===== src/rtl/aquila_ctrl_pkg.sv =====
// Shared types and constants for the Aquila pipeline control block.
package aquila_ctrl_pkg;

  localparam int RA_W_DEF = 5;
  // Scoreboard entries store rd at a fixed width; RA_W must not exceed this.
  localparam int RA_MAX_W = 8;

  typedef struct packed {
    logic                valid;
    logic [RA_MAX_W-1:0] rd;
  } sb_entry_t;

  localparam logic REDIR_BRANCH = 1'b0;
  localparam logic REDIR_SYS    = 1'b1;

endpackage


===== src/rtl/hazard_scoreboard.sv =====
// In-flight load scoreboard: LOAD_LAT-deep shift chain of {valid, rd} with
// combinational match against the Decode source registers.
module hazard_scoreboard
  import aquila_ctrl_pkg::*;
#(
  parameter int LOAD_LAT = 2,
  parameter int RA_W     = RA_W_DEF
) (
  input  logic            clk,
  input  logic            rst,
  input  logic            hold,
  input  logic            push_vld,
  input  logic [RA_W-1:0] push_rd,
  input  logic [RA_W-1:0] rs1_addr,
  input  logic [RA_W-1:0] rs2_addr,
  input  logic            rs1_used,
  input  logic            rs2_used,
  output logic            hz
);

  sb_entry_t chain [LOAD_LAT];

  always_ff @(posedge clk) begin
    if (rst) begin
      for (int k = 0; k < LOAD_LAT; k++) chain[k] <= '0;
    end else if (!hold) begin
      chain[0].valid <= push_vld;
      chain[0].rd    <= RA_MAX_W'(push_rd);
      for (int k = 1; k < LOAD_LAT; k++) chain[k] <= chain[k-1];
    end
  end

  // x0 is hard-wired zero, so a pending write to it never blocks a reader.
  always_comb begin
    hz = 1'b0;
    for (int k = 0; k < LOAD_LAT; k++) begin
      if (chain[k].valid && (chain[k].rd != '0)) begin
        if (rs1_used && (chain[k].rd == RA_MAX_W'(rs1_addr))) hz = 1'b1;
        if (rs2_used && (chain[k].rd == RA_MAX_W'(rs2_addr))) hz = 1'b1;
      end
    end
  end

endmodule


===== src/rtl/pipeline_hazard_ctrl.sv =====
// Aquila pipeline controller: load scoreboard hazards, stall fan-out and flush
// replay across stalls. Optional perf counters under AQUILA_HAZARD_PERF_EN.
module pipeline_hazard_ctrl
  import aquila_ctrl_pkg::*;
#(
  parameter int LOAD_LAT = 2,
  parameter int RA_W     = RA_W_DEF
`ifdef AQUILA_HAZARD_PERF_EN
  , parameter int PERF_W = 32
`endif
) (
  input  logic            clk_i,
  input  logic            rst_i,
  input  logic [RA_W-1:0] rs1_addr_i,
  input  logic [RA_W-1:0] rs2_addr_i,
  input  logic            rs1_used_i,
  input  logic            rs2_used_i,
  input  logic            illegal_instr_i,
  input  logic            dec_issue_i,
  input  logic            dec_is_load_i,
  input  logic [RA_W-1:0] dec_rd_addr_i,
  input  logic            branch_taken_i,
  input  logic            cond_branch_hit_i,
  input  logic            uncond_branch_hit_i,
  input  logic            cond_branch_mispred_i,
  input  logic            sys_jump_i,
  input  logic            exe_busy_i,
  input  logic            stall_data_fetch_i,
  input  logic            stall_instr_fetch_i,
  output logic            flush2fet_o,
  output logic            flush2dec_o,
  output logic            stall_from_hazard_o,
  output logic            stall_pipeline_o,
  output logic            stall_mem_access_o,
  output logic            redirect_sys_o
`ifdef AQUILA_HAZARD_PERF_EN
  , output logic [PERF_W-1:0] perf_hazard_cnt_o
  , output logic [PERF_W-1:0] perf_flush_cnt_o
  , output logic [PERF_W-1:0] perf_memstall_cnt_o
`endif
);

  logic stall, bf, req, hz, push_vld;
  logic pend, pend_sys;

  assign stall              = stall_instr_fetch_i | stall_data_fetch_i | exe_busy_i;
  assign stall_pipeline_o   = stall;
  assign stall_mem_access_o = stall_instr_fetch_i | exe_busy_i;

  assign bf  = (branch_taken_i & ~cond_branch_hit_i & ~uncond_branch_hit_i)
             | cond_branch_mispred_i;
  assign req = bf | sys_jump_i;

  // A redirect seen during a stall is replayed on the first free cycle.
  assign flush2fet_o    = ~stall & (req | pend);
  assign redirect_sys_o = (flush2fet_o & (sys_jump_i | pend_sys)) ? REDIR_SYS : REDIR_BRANCH;
  assign flush2dec_o    = (~stall & (flush2fet_o | hz)) | illegal_instr_i;

  assign stall_from_hazard_o = hz;
  assign push_vld = dec_issue_i & dec_is_load_i & (dec_rd_addr_i != '0) & ~flush2dec_o;

  always_ff @(posedge clk_i) begin
    if (rst_i) begin
      pend     <= 1'b0;
      pend_sys <= 1'b0;
    end else if (!stall) begin
      pend     <= 1'b0;
      pend_sys <= 1'b0;
    end else if (req) begin
      pend     <= 1'b1;
      pend_sys <= pend_sys | sys_jump_i;
    end
  end

  hazard_scoreboard #(
    .LOAD_LAT (LOAD_LAT),
    .RA_W     (RA_W)
  ) u_sb (
    .clk      (clk_i),
    .rst      (rst_i),
    .hold     (stall),
    .push_vld (push_vld),
    .push_rd  (dec_rd_addr_i),
    .rs1_addr (rs1_addr_i),
    .rs2_addr (rs2_addr_i),
    .rs1_used (rs1_used_i),
    .rs2_used (rs2_used_i),
    .hz       (hz)
  );

`ifdef AQUILA_HAZARD_PERF_EN
  // Counters saturate at all-ones rather than wrapping.
  always_ff @(posedge clk_i) begin
    if (rst_i) begin
      perf_hazard_cnt_o   <= '0;
      perf_flush_cnt_o    <= '0;
      perf_memstall_cnt_o <= '0;
    end else begin
      if (hz && (perf_hazard_cnt_o != '1))
        perf_hazard_cnt_o <= perf_hazard_cnt_o + 1'b1;
      if (flush2fet_o && (perf_flush_cnt_o != '1))
        perf_flush_cnt_o <= perf_flush_cnt_o + 1'b1;
      if (stall && (perf_memstall_cnt_o != '1))
        perf_memstall_cnt_o <= perf_memstall_cnt_o + 1'b1;
    end
  end
`endif

endmodule


===== config.mk =====
export PLATFORM = sky130hd
export DESIGN_NAME = pipeline_hazard_ctrl
export DESIGN_NICKNAME = d
export VERILOG_FILES = /design/src/rtl/aquila_ctrl_pkg.sv /design/src/rtl/hazard_scoreboard.sv /design/src/rtl/pipeline_hazard_ctrl.sv
export SDC_FILE = /design/constraint.sdc
export NUM_CORES = 1
export LEC_CHECK = 0
export CELL_PAD_IN_SITES_DETAIL_PLACEMENT = 1
export CELL_PAD_IN_SITES_GLOBAL_PLACEMENT = 2
export CORE_UTILIZATION = 22
export DETAILED_ROUTE_END_ITERATION = 16
export GPL_TIMING_DRIVEN = 0
export MAX_ROUTING_LAYER = met4
export PLACE_DENSITY = 0.86
export SLEW_MARGIN = 20
export SYNTH_ARGS = -nofsm -noshare
export SYNTH_HDL_FRONTEND = slang
export SYNTH_HIERARCHICAL = 1
export SYNTH_SLANG_ARGS = --single-unit

===== constraint.sdc =====
create_clock -name clk_i -period 2.2 [get_ports clk_i]
set_input_delay 0.22 -clock clk_i [delete_from_list [all_inputs] [get_ports clk_i]]
set_output_delay 0.22 -clock clk_i [all_outputs]
set_load 0.005 [all_outputs]

## Yosys cells after proc, flatten, opt, wreduce, memory -nomap -nowiden

Memories as Yosys holds them, arrays and structs flattened.
Cells that the tools add are included.

| cells by class | value |
|---|---|
| add/sub/neg operators | 0 |
| $mul | 0 |
| divide/modulo/power cells | 0 |
| magnitude comparators | 0 |
| equal/unequal tests | 4 |
| shift-type cells | 0 |
| muxes and demuxes | 15 |
| bitwise gates (word level) | 24 |
| reduce and logical (&&, ||, !) cells | 10 |

Operator list:

| operator | number |
|---|---|
| equality test 8 x 5 -> 1 bit | 4 |
| nonzero test 8 bit | 2 |
| 2-to-1 mux 1 bit | 13 |
| bitwise OR 1 bit | 12 |
| 2-to-1 mux 9 bit | 1 |
| AND 1 bit | 8 |
| 2-to-1 mux 8 bit | 1 |
| logical AND 1 bit | 6 |
| nonzero test 5 bit | 1 |
| NOT 1 bit | 4 |
| OR reduction 2 bit | 1 |

| storage, ports and cells | value |
|---|---|
| flip-flop bits (word level) | 2 |
| bits in latches | 0 |
| bits in writable memories | 18 |
| bits in read-only memories | 0 |
| bits of input ports | 30 |
| memories kept | 1 |

Memory list:

| memory | words | width | rd ports | clocked after memory_dff | write ports | RTL line | source |
|---|---|---|---|---|---|---|---|
| u_sb.chain | 2 | 9 | 2 | 0 | 2 | hazard_scoreboard.sv:21 | `sb_entry_t chain [LOAD_LAT];` |

## Longest topological paths before layout

An unclocked memory read counts as a cell.

| logic depth | value |
|---|---|
| word-level depth | 15 |
| mapped depth | 8 |
| depth with buffers taken out | 8 |

## By module

Netlist, hierarchy kept.

Modules (own cells, without submodules):

| module | times used | cells an instance | area an instance (sq um) | seq. area each (sq um) |
|---|---|---|---|---|
| hazard_scoreboard | 1 | 60 | 711.9 | 360.3 |
| pipeline_hazard_ctrl | 1 | 18 | 132.6 | 40.0 |

## Least setup slack after synthesis

OpenSTA, ideal clock, no wires.

| path | value |
|---|---|
| kind | reg2out |
| start point | memory u_sb/chain[0][1] (netlist name) |
| end point | output flush2dec_o |
| arrival time | 1.942 ns |
| path slack | 0.038 ns |
| stages on the path, launching flop included | 7 |
| path buffers | 0 |
| cell sequence | edfxtp_1 > or4_1 > o21ai_1 > o22ai_1 > or4_1 > o21a_1 > or2_1 |

RTL lines:

| element | RTL line | source |
|---|---|---|
| from (decl) | hazard_scoreboard.sv:21 |  |
| to (decl) | pipeline_hazard_ctrl.sv:31 | `output logic flush2dec_o,` |

==> impl_metrics.tcl <==
set metrics [dict create \
    relSlewSlack_pct 63.8 \
    drv_slew 0 \
    die_area_sq_mm 0.00409 \
    final_common_cell "clkdlybuf4s50_1" \
    vdd_drop_max_mv 0.213 \
    regToRegSetupSlack_ns -0.14 \
    syn_inst 78 \
    antenna_found_initial 0 \
    layout.cells.non_filler 176 \
    violations "negative setup slack" \
    num_rows 22 \
    synth_cell_types 21 \
    ys_seq_area_share_pct 47.4 \
    start_util_pct 23.1 \
    hp-class "flop to flop" \
    boundaryPins 36 \
    cap_viol_max_count 0 \
    viasPerCell 4.23 \
    num_vias 745 \
    drt_iter0_markers 11 \
    cts_tree "yes" \
    hold_viol 0 \
    setup_violations 3 \
    fin_crit_ns 2.58 \
    fin_worst_skew_ns 0.000591 \
    final_core_util_pct 39.7 \
    portBuffers 35 \
    path_clk_slew_ns 0.05 \
    holdPathStages 2 \
    tightest_slew_ns 0.542 \
    fp.dieW_microns 64.0 \
    setup-tns-final_ns -0.844 \
    fin_nets 159 \
    grt_start_max_net_pins 13 \
    status "finished, violations left" \
    drc_errors 0 \
    crit_path_max_fanout 2 \
    end_kind "output pin" \
    final_cell_mix "34 x clkdlybuf4s50_1, 13 x xor2_1, 13 x and2_1" \
    ctsHoldBuffers 0 \
    clock_latency_ns 0.23 \
    setup_slack_ns -0.381 \
    cts_sinks 14 \
    reg2reg_from "u_sb/chain[0][1]" \
    crit_type "flop to output pin" \
    synthesis.nets 108 \
    leakagePower_uw 0.000538 \
    crit_required_ns 1.98 \
    fin_crit_sh_pct 117 \
    dr.pass1.iters 4 \
    rr_endpoint "u_sb/chain[0][8]" \
    finalPower_uw 686 \
    synth-seq-cells 14 \
    avgSynthCellArea_sq_um 10.8 \
    gp_congestion 0.828 \
    max_freq_mhz 388 \
    clockBufferDepth 2 \
    hold_start "pend_sys" \
    overflow 0 \
    rr_worst_depth 8 \
    whs_ns 0.523 \
    diodes 0 \
    crit_path_start_kind "flop" \
    wirelength_microns 2200 \
    track_usage_pct 11.2 \
    grt_pass1_wl_microns 3420 \
    cp_data_arrival_time_ns 2.36 \
    cts-root-buf "clkbuf_8" \
    coreArea_sq_mm 0.00366 \
    grt_pass1_vias 794 \
    wl_per_cell_microns 12.5 \
    hpwlAfterDp_microns 1730 \
    area_delta_synth_final_pct 72.3 \
    drive_gt1_share_pct 23.4 \
    htree_levels 1 \
    dp.cells 161 \
    whs_endpoint "pend_sys" \
    die_h_microns 64.0 \
    ys_warn_count 6 \
    cts_buffers 3 \
    syn-cell-area_sq_um 845 \
    final_antenna_net_count 0 \
    rsz0062_at_grt "true" \
    p_per_area_mw_per_mm2 471 \
]
[where the power goes]
part           total (uW)  switching [uW]  leakage, uW  internal (uW)
Clock                 199            76.3    0.0000231            123
Combinational         167            64.2     0.000375            102
Sequential            320            14.3     0.000140            306
Total                 686             155     0.000538            531
[critical path, stage by stage, from the launching register on]
cell and delay, ns:
edfxtp_1 0.42, or4_4 0.55, o21ai_2 0.13, o22ai_2 0.10, or4_1 0.40, o21a_1 0.19, or2_1 0.20, buf_2 0.12
[routing by layer]
layer | up-vias | GRT usage (%) | share of wire, %
li1 | 379 | - | -
met1 | 342 | 11.6 | 41
met2 | 24 | 22.2 | 54
met3 | 0 | 1.61 | 4.9
met4 | 0 | 1.70 | 0
met5 | - | - | 0
[how the worst max path moves through the flow]
stage | startpoint | endpoint | cells after the start
3_5_place_dp | rs1_addr_i[0] | flush2dec_o | 9
5_1_grt | u_sb/chain[0][12] | flush2dec_o | 7
2_1_floorplan | u_sb/chain[0][1] | flush2dec_o | 6
6_report | u_sb/chain[0][1] | flush2dec_o | 7
4_1_cts | u_sb/chain[0][10] | flush2dec_o | 7
3_3_place_gp | rs1_addr_i[0] | flush2dec_o | 9
[cells in the mapped netlist]
cell type / count / share of area [%]
o22ai_1: 1 / 0.74
nor3b_1: 1 / 0.89
o21a_1: 1 / 0.89
o211ai_1: 1 / 0.89
edfxtp_1: 12 / 43
nor4_1: 5 / 3.7
o21ai_1: 2 / 1.2
and2_2: 1 / 0.89
inv_1: 1 / 0.44
clkbuf_1: 1 / 0.44
or2_2: 1 / 0.74
nand2b_1: 1 / 0.74
dfxtp_1: 2 / 4.7
nor2_1: 3 / 1.3
or2_1: 1 / 0.74
xor2_1: 16 / 17
a32oi_1: 2 / 2.1
or4_1: 4 / 3.6
and2_1: 13 / 9.6
xnor2_1: 4 / 4.1
nor3_1: 5 / 3.0
[cells by family (layout without fill, tap and decap cells)]
group	count (synthesis)	in the layout	synth area share [%]
buffers and inverters	2	52	0.888
DFF	14	14	47.4
xor gates and xnor gates	20	20	20.7
AOI/OAI and AO/OA	7	7	5.78
and+or+nand+nor	35	35	25.2
[what timing repair did]
| action | CTS | global route |
|---|---|---|
| setup buffers | 10 | 1 |
| resized for setup | 12 | 6 |
| endpoints found under the setup margin | 3 | 4 |
| pin swaps | 7 | 11 |
[registers in the layout, indices dropped and copies added (netlist names)]
signal / flops
pend: 1
pend_sys: 1
u_sb/chain: 12
[final cells by class]
class	count	area, sq um
multi-input combinational	62	510
inverter	1	3.75
buffer	1	3.75
clock buffer	3	41.3
clock inverter	1	3.75
tap	48	60.1
fill	416	2210
sequential	14	400
timing repair buffer	46	432
[per-stage QoR]
stage	setup WS, ns	instance area, sq um
4_1_cts	-0.506	1410
3_5_place_dp	-0.686	1250
6_report	-0.381	1460
5_1_grt	-0.482	1460
2_1_floorplan	0.0383	845
3_3_place_gp	-0.638	1250
Note: power is estimated with default switching activity, not from simulation.
